### src/rtl/sop_pkg.sv
// Shared types and helpers for the sum-of-products evaluator.
package sop_pkg;

   localparam int unsigned MAX_IN    = 64;
   localparam int unsigned MAX_TERMS = 32;
   localparam int unsigned MAX_OUT   = 8;

   typedef struct packed {
      logic               en;
      logic [MAX_IN-1:0]  pos;
      logic [MAX_IN-1:0]  neg;
      logic [MAX_OUT-1:0] or_mask;
   } cube_t;

   // Unused upper literal bits are zero, so they never constrain the cube.
   function automatic logic cube_eval(input cube_t c, input logic [MAX_IN-1:0] x);
      return c.en & (&(~c.pos | x)) & (&(~c.neg | ~x));
   endfunction

endpackage

### src/rtl/sop_term_bank.sv
// Cube storage, run-time write port and the combinational AND-plane.
module sop_term_bank
   import sop_pkg::*;
#(
   parameter int unsigned N_IN    = 12,
   parameter int unsigned N_TERMS = 8,
   parameter int unsigned N_OUT   = 1
)(
   input  logic                             clk,
   input  logic                             rst,
   input  logic                             wr,
   input  logic [$clog2(N_TERMS)-1:0]       addr,
   input  logic                             en,
   input  logic [N_IN-1:0]                  pos,
   input  logic [N_IN-1:0]                  neg,
   input  logic [N_OUT-1:0]                 orm,
   input  logic [N_IN-1:0]                  x,
   output logic [N_TERMS-1:0]               t,
   output logic [N_OUT-1:0][N_TERMS-1:0]    or_col
);

   localparam int unsigned AW = $clog2(N_TERMS);

   cube_t cubes [N_TERMS];

   always_ff @(posedge clk) begin
      if (rst) begin
         for (int unsigned k = 0; k < N_TERMS; k++) cubes[k] <= '0;
      end else if (wr && ({1'b0, addr} < (AW+1)'(N_TERMS))) begin
         cubes[addr] <= '{en: en, pos: MAX_IN'(pos), neg: MAX_IN'(neg), or_mask: MAX_OUT'(orm)};
      end
   end

   always_comb begin
      t      = '0;
      or_col = '0;
      for (int unsigned k = 0; k < N_TERMS; k++) begin
         t[k] = cube_eval(cubes[k], MAX_IN'(x));
         for (int unsigned j = 0; j < N_OUT; j++) or_col[j][k] = cubes[k].or_mask[j];
      end
   end

endmodule

### src/rtl/sop_eval_pipe.sv
// Two-stage pipelined AND-OR evaluator with valid/ready streaming and idle-only config writes.
module sop_eval_pipe
   import sop_pkg::*;
#(
   parameter int unsigned N_IN    = 12,
   parameter int unsigned N_TERMS = 8,
   parameter int unsigned N_OUT   = 1,
   parameter int unsigned CNT_W   = 16
)(
   input  logic                          clk,
   input  logic                          rst,
   input  logic                          cfg_we,
   input  logic [$clog2(N_TERMS)-1:0]    cfg_addr,
   input  logic                          cfg_en,
   input  logic [N_IN-1:0]               cfg_pos,
   input  logic [N_IN-1:0]               cfg_neg,
   input  logic [N_OUT-1:0]              cfg_or,
   output logic                          cfg_ready,
   output logic                          cfg_err,
   input  logic                          in_valid,
   input  logic [N_IN-1:0]               in_data,
   output logic                          in_ready,
   output logic                          out_valid,
   output logic [N_OUT-1:0]              out_data,
   input  logic                          out_ready,
   output logic [CNT_W-1:0]              txn_cnt
);

   logic                          s1_valid;
   logic [N_TERMS-1:0]            s1_t;
   logic [N_TERMS-1:0]            t;
   logic [N_OUT-1:0][N_TERMS-1:0] or_col;
   logic [N_OUT-1:0]              or_plane;
   logic                          adv1, adv2, cfg_wr, in_fire;

   // Config only lands while nothing is in flight and no vector competes.
   always_comb begin
      adv2      = ~out_valid | out_ready;
      adv1      = ~s1_valid | adv2;
      cfg_ready = ~s1_valid & ~out_valid & ~in_valid & ~rst;
      cfg_wr    = cfg_we & cfg_ready;
      in_ready  = adv1 & ~cfg_wr & ~rst;
      in_fire   = in_valid & in_ready;
   end

   sop_term_bank #(
      .N_IN    (N_IN),
      .N_TERMS (N_TERMS),
      .N_OUT   (N_OUT)
   ) u_bank (
      .clk    (clk),
      .rst    (rst),
      .wr     (cfg_wr),
      .addr   (cfg_addr),
      .en     (cfg_en),
      .pos    (cfg_pos),
      .neg    (cfg_neg),
      .orm    (cfg_or),
      .x      (in_data),
      .t      (t),
      .or_col (or_col)
   );

   always_comb begin
      or_plane = '0;
      for (int unsigned j = 0; j < N_OUT; j++) or_plane[j] = |(s1_t & or_col[j]);
   end

   // S1 holds term hits, S2 holds the OR-plane result; each stage moves only when it may.
   always_ff @(posedge clk) begin
      if (rst) begin
         s1_valid  <= 1'b0;
         s1_t      <= '0;
         out_valid <= 1'b0;
         out_data  <= '0;
         cfg_err   <= 1'b0;
         txn_cnt   <= '0;
      end else begin
         if (adv1) begin
            s1_valid <= in_fire;
            if (in_fire) s1_t <= t;
         end
         if (adv2) begin
            out_valid <= s1_valid;
            if (s1_valid) out_data <= or_plane;
         end
         cfg_err <= cfg_we & ~cfg_ready;
         if (out_valid & out_ready) txn_cnt <= txn_cnt + CNT_W'(1);
      end
   end

endmodule

### config.mk
export PLATFORM = sky130hd
export DESIGN_NAME = sop_eval_pipe
export DESIGN_NICKNAME = d
export VERILOG_FILES = /design/src/rtl/sop_pkg.sv /design/src/rtl/sop_term_bank.sv /design/src/rtl/sop_eval_pipe.sv
export SDC_FILE = /design/constraint.sdc
export NUM_CORES = 1
export LEC_CHECK = 0
export ABC_AREA = 1
export BUFFER_PORTS_ARGS = -buffer_cell sky130_fd_sc_hd__buf_2
export CORE_ASPECT_RATIO = 0.8
export CORE_MARGIN = 4
export CORE_UTILIZATION = 54
export DETAILED_ROUTE_END_ITERATION = 8
export PLACE_DENSITY = 0.79
export SETUP_SLACK_MARGIN = 0.4
export SYNTH_ARGS = -nofsm -noshare
export SYNTH_HDL_FRONTEND = slang
export SYNTH_SLANG_ARGS = --single-unit
export TNS_END_PERCENT = 100
### constraint.sdc
create_clock -name clk -period 2.1 [get_ports clk]
set_input_delay 0.315 -clock clk [delete_from_list [all_inputs] [get_ports clk]]
set_output_delay 0.315 -clock clk [all_outputs]
set_load 0.01 [all_outputs]
==> metrics.log <==
INFO  metric grt_antenna_before_repair = 2
INFO  metric rsz0062_at_grt = yes
INFO  metric period_needed = 1.671 ns
INFO  metric m1WireLength = 11.31 mm
INFO  metric clock_skew = 0.01247 ns
INFO  metric power.density = 874.8 mW/mm^2
INFO  metric detailed_place.area = 0.01104 sq mm
INFO  metric first_pass_iters = 5
INFO  metric drc_violations_left = 0
INFO  metric clkSinkCount = 236
INFO  metric final_max_slew_viol_count = 0
INFO  metric timing_worst_slew_pin_value = 0.6187 ns
INFO  metric route.met3.wl = 4.429 mm
INFO  metric finalNetCount = 1223
INFO  metric post-route-worst-setup-slack = ~0.43 ns
INFO  metric power.ir.vdd_worst = between 700 and 800 uV
INFO  metric avgSynthCellArea = 9.585 sq um
INFO  metric leakage = 0.005500 uW
INFO  metric numCtsBuffers = 24
INFO  metric layout.filler_cells = 1478
INFO  metric dr.first_iter.drc_count = between 1k and 1.5k
INFO  metric setup-violations-final = 0
INFO  metric synthCells = 1081
INFO  metric cts_tree = done
INFO  metric outcome = complete, no violations
INFO  metric crit_arrival = 1.91 ns
INFO  metric final.period_utilization = 79.57%
INFO  metric hold_class = primary input to flop
INFO  metric cts.reportedPaths.clkPinSlew = 0.06 ns
INFO  metric gr-total-overflow = 0
INFO  metric layout-drive-gt1-share = 13.82%
INFO  metric postSynthRegisterBits = 236
INFO  metric hold_buffers = 0
INFO  metric floorplan_die_area = 0.02148 sq mm
INFO  metric post_synth_num_cell_types = 29
INFO  metric path_max_fanout = 7
INFO  metric ctsHtreeMaxLevel = 1
INFO  metric route.met2.wl = 12.86 mm
INFO  metric initial_core_util = about 55%
INFO  metric design.core.area = roughly 0.019 sq mm
INFO  metric max_freq = about 600 MHz
INFO  metric dieHeight = approximately 130 microns
INFO  metric final_cell_mix = nand2_1, nor2_1, edfxtp_1
INFO  metric highest-signal-layer = met5
INFO  metric critPathRequiredTime = around 2.3 ns
INFO  metric clkLatencyLatePin = ~0.52 ns
INFO  metric drt.antenna.violating_nets = 0
INFO  metric drt_wl_total = 29.74 mm
INFO  metric finalSetupTns = 0 ns
INFO  metric mostFrequentLayoutCell = nand2_1
INFO  metric gp_congestion = 0.9049
INFO  metric slew_headroom = slightly below 60%
INFO  metric avgViaCountPerCell = 5.637
INFO  metric die-width = 162.9 microns
INFO  metric syn2layout_area_growth = 16.24%
INFO  metric startpoint_type = flop
INFO  metric design_area = about 0.012 sq mm
INFO  metric synth.yosys.seq_area_share = 65.69%
INFO  metric placement_setup_slack = roughly 0.28 ns
INFO  metric syn_nets = ~1.1k
INFO  metric io_pins = 67
INFO  metric grt_max_degree = 34
INFO  metric wl_per_cell = 20.46 microns
INFO  metric first_pass_grt_wire_length = 44.18 mm
INFO  metric synthesis.area = 0.01036 sq mm
INFO  metric detailroute.via_count = a little over 8k
INFO  metric timing.max_cap.violations = 0
INFO  metric port_buffers = 66
INFO  metric place.detailed.hpwl = about 19 mm
INFO  metric ctsRootBufferMaster = clkbuf_16
INFO  metric grt_pass1_vias = approximately 7.6k
INFO  metric timing.setup.critical_path_class = flop to flop
INFO  metric endpoint_kind = flop
INFO  metric global_route.usage.total = 27.31%
INFO  metric hold_viol_final = 0
INFO  metric rows = 45
INFO  metric clk_path_buf_depth = 3
INFO  metric yosysWarnings = 0
[synth_stat cells]
cell	instances	area [sq um]
nand2_1	352	1321
nor2_1	291	1092
edfxtp_1	208	6246
inv_1	87	326.6
dfxtp_1	28	560.5
a21oi_1	18	90.09
nand3_1	17	85.08
buf_6	16	180.2
buf_2	12	60.06
a21boi_0	8	60.06
o21ai_0	7	35.03
nand4_1	6	37.54
nand2_2	5	31.28
nand2_4	4	45.04
clkbuf_1	3	11.26
nor2_4	3	33.78
nand3_2	2	20.02
nor2_2	2	12.51
nor3b_1	2	15.01
a221oi_1	1	8.760
and2_1	1	6.260
ha_1	1	12.51
inv_2	1	3.750
nand3b_1	1	7.510
nand4_4	1	21.27
nor2_8	1	20.02
nor3_1	1	5.000
o21a_1	1	7.510
o21ai_1	1	5.000
[registers in the layout (all words and copies together) (netlist names)]
register,flops
u_bank.cubes,208
s1_t,8
txn_cnt,16
s1_valid,1
out_valid,1
out_data,1
cfg_err,1
[metrics by stage]
stage,hold WS [ns],cells,power (uW),util (%)
3_3_place_gp,0.4817,1401,6020,58.37
6_report,0.06634,1453,10540,63.66
3_5_place_dp,0.4939,1401,6041,58.37
2_1_floorplan,0.3841,1081,5727,-
5_1_grt,0.07529,1452,10790,63.65
4_1_cts,0.05756,1449,10510,63.30
[kinds of logic after synthesis]
group | count (synthesis) | synth area share (%)
AND/OR/NAND/NOR | 689 | 26.58
flip-flops | 236 | 65.69
buffers and inverters | 119 | 5.615
AO/OA/AOI/OAI | 36 | 1.993
adder cells (fa/ha/maj) | 1 | 0.1207
[worst paths after layout]
| check | start | endpoint | slack (ns) | cells past startpoint |
|---|---|---|---|---|
| min | cfg_we | cfg_err | 0.07 | 3 |
| min reg2reg | txn_cnt[15] | txn_cnt[15] | 0.50 | 2 |
| max | out_valid | u_bank.cubes[5][0] | 0.43 | 8 |
| max reg2reg | out_valid | u_bank.cubes[5][0] | 0.43 | 8 |
[metal layers]
metal  vias up  global-route usage [%]
met1      3846                   39.87
met2       602                   40.05
li1       3653                       -
met5         -                       0
met4         2                   8.570
met3        88                   7.752
[what timing repair did]
item                       in CTS  in global routing
resized for setup               7                  5
setup endpoints to repair     146                107
pin swaps                       1                  0
setup buffers                   3                  1
hold endpoints to repair        0                  0
cloned                          1                  2
[layout make-up]
cell class / count / area (sq um) / area share, %
Tap cell: 258 / 322.8 / 2.680
Multi-Input combinational cell: 726 / 3058 / 25.39
Sequential cell: 236 / 6812 / 56.55
Antenna cell: 1 / 2.502 / 0.02078
Clock inverter: 10 / 155.1 / 1.288
Clock buffer: 34 / 679.4 / 5.641
Inverter: 88 / 330.3 / 2.743
Timing Repair Buffer: 100 / 684.4 / 5.683
[power breakdown]
| part | internal (uW) | total (uW) | switching, uW |
|---|---|---|---|
| logic | 192 | 730 | 538 |
| clock network | 2750 | 4530 | 1780 |
| registers | 5230 | 5270 | 44.6 |
| total | 8170 | 10500 | 2370 |
[critical path, cell delays in order (launching register included)]
cell and delay (ns):
dfxtp_4 0.36, nor2_4 0.11, nand4_4 0.11, buf_12 0.16
nor2_8 0.14, buf_4 0.15, nand2_4 0.05, nand2_4 0.13
clkbuf_16 0.18
Note: power is estimated with default switching activity, not from simulation.
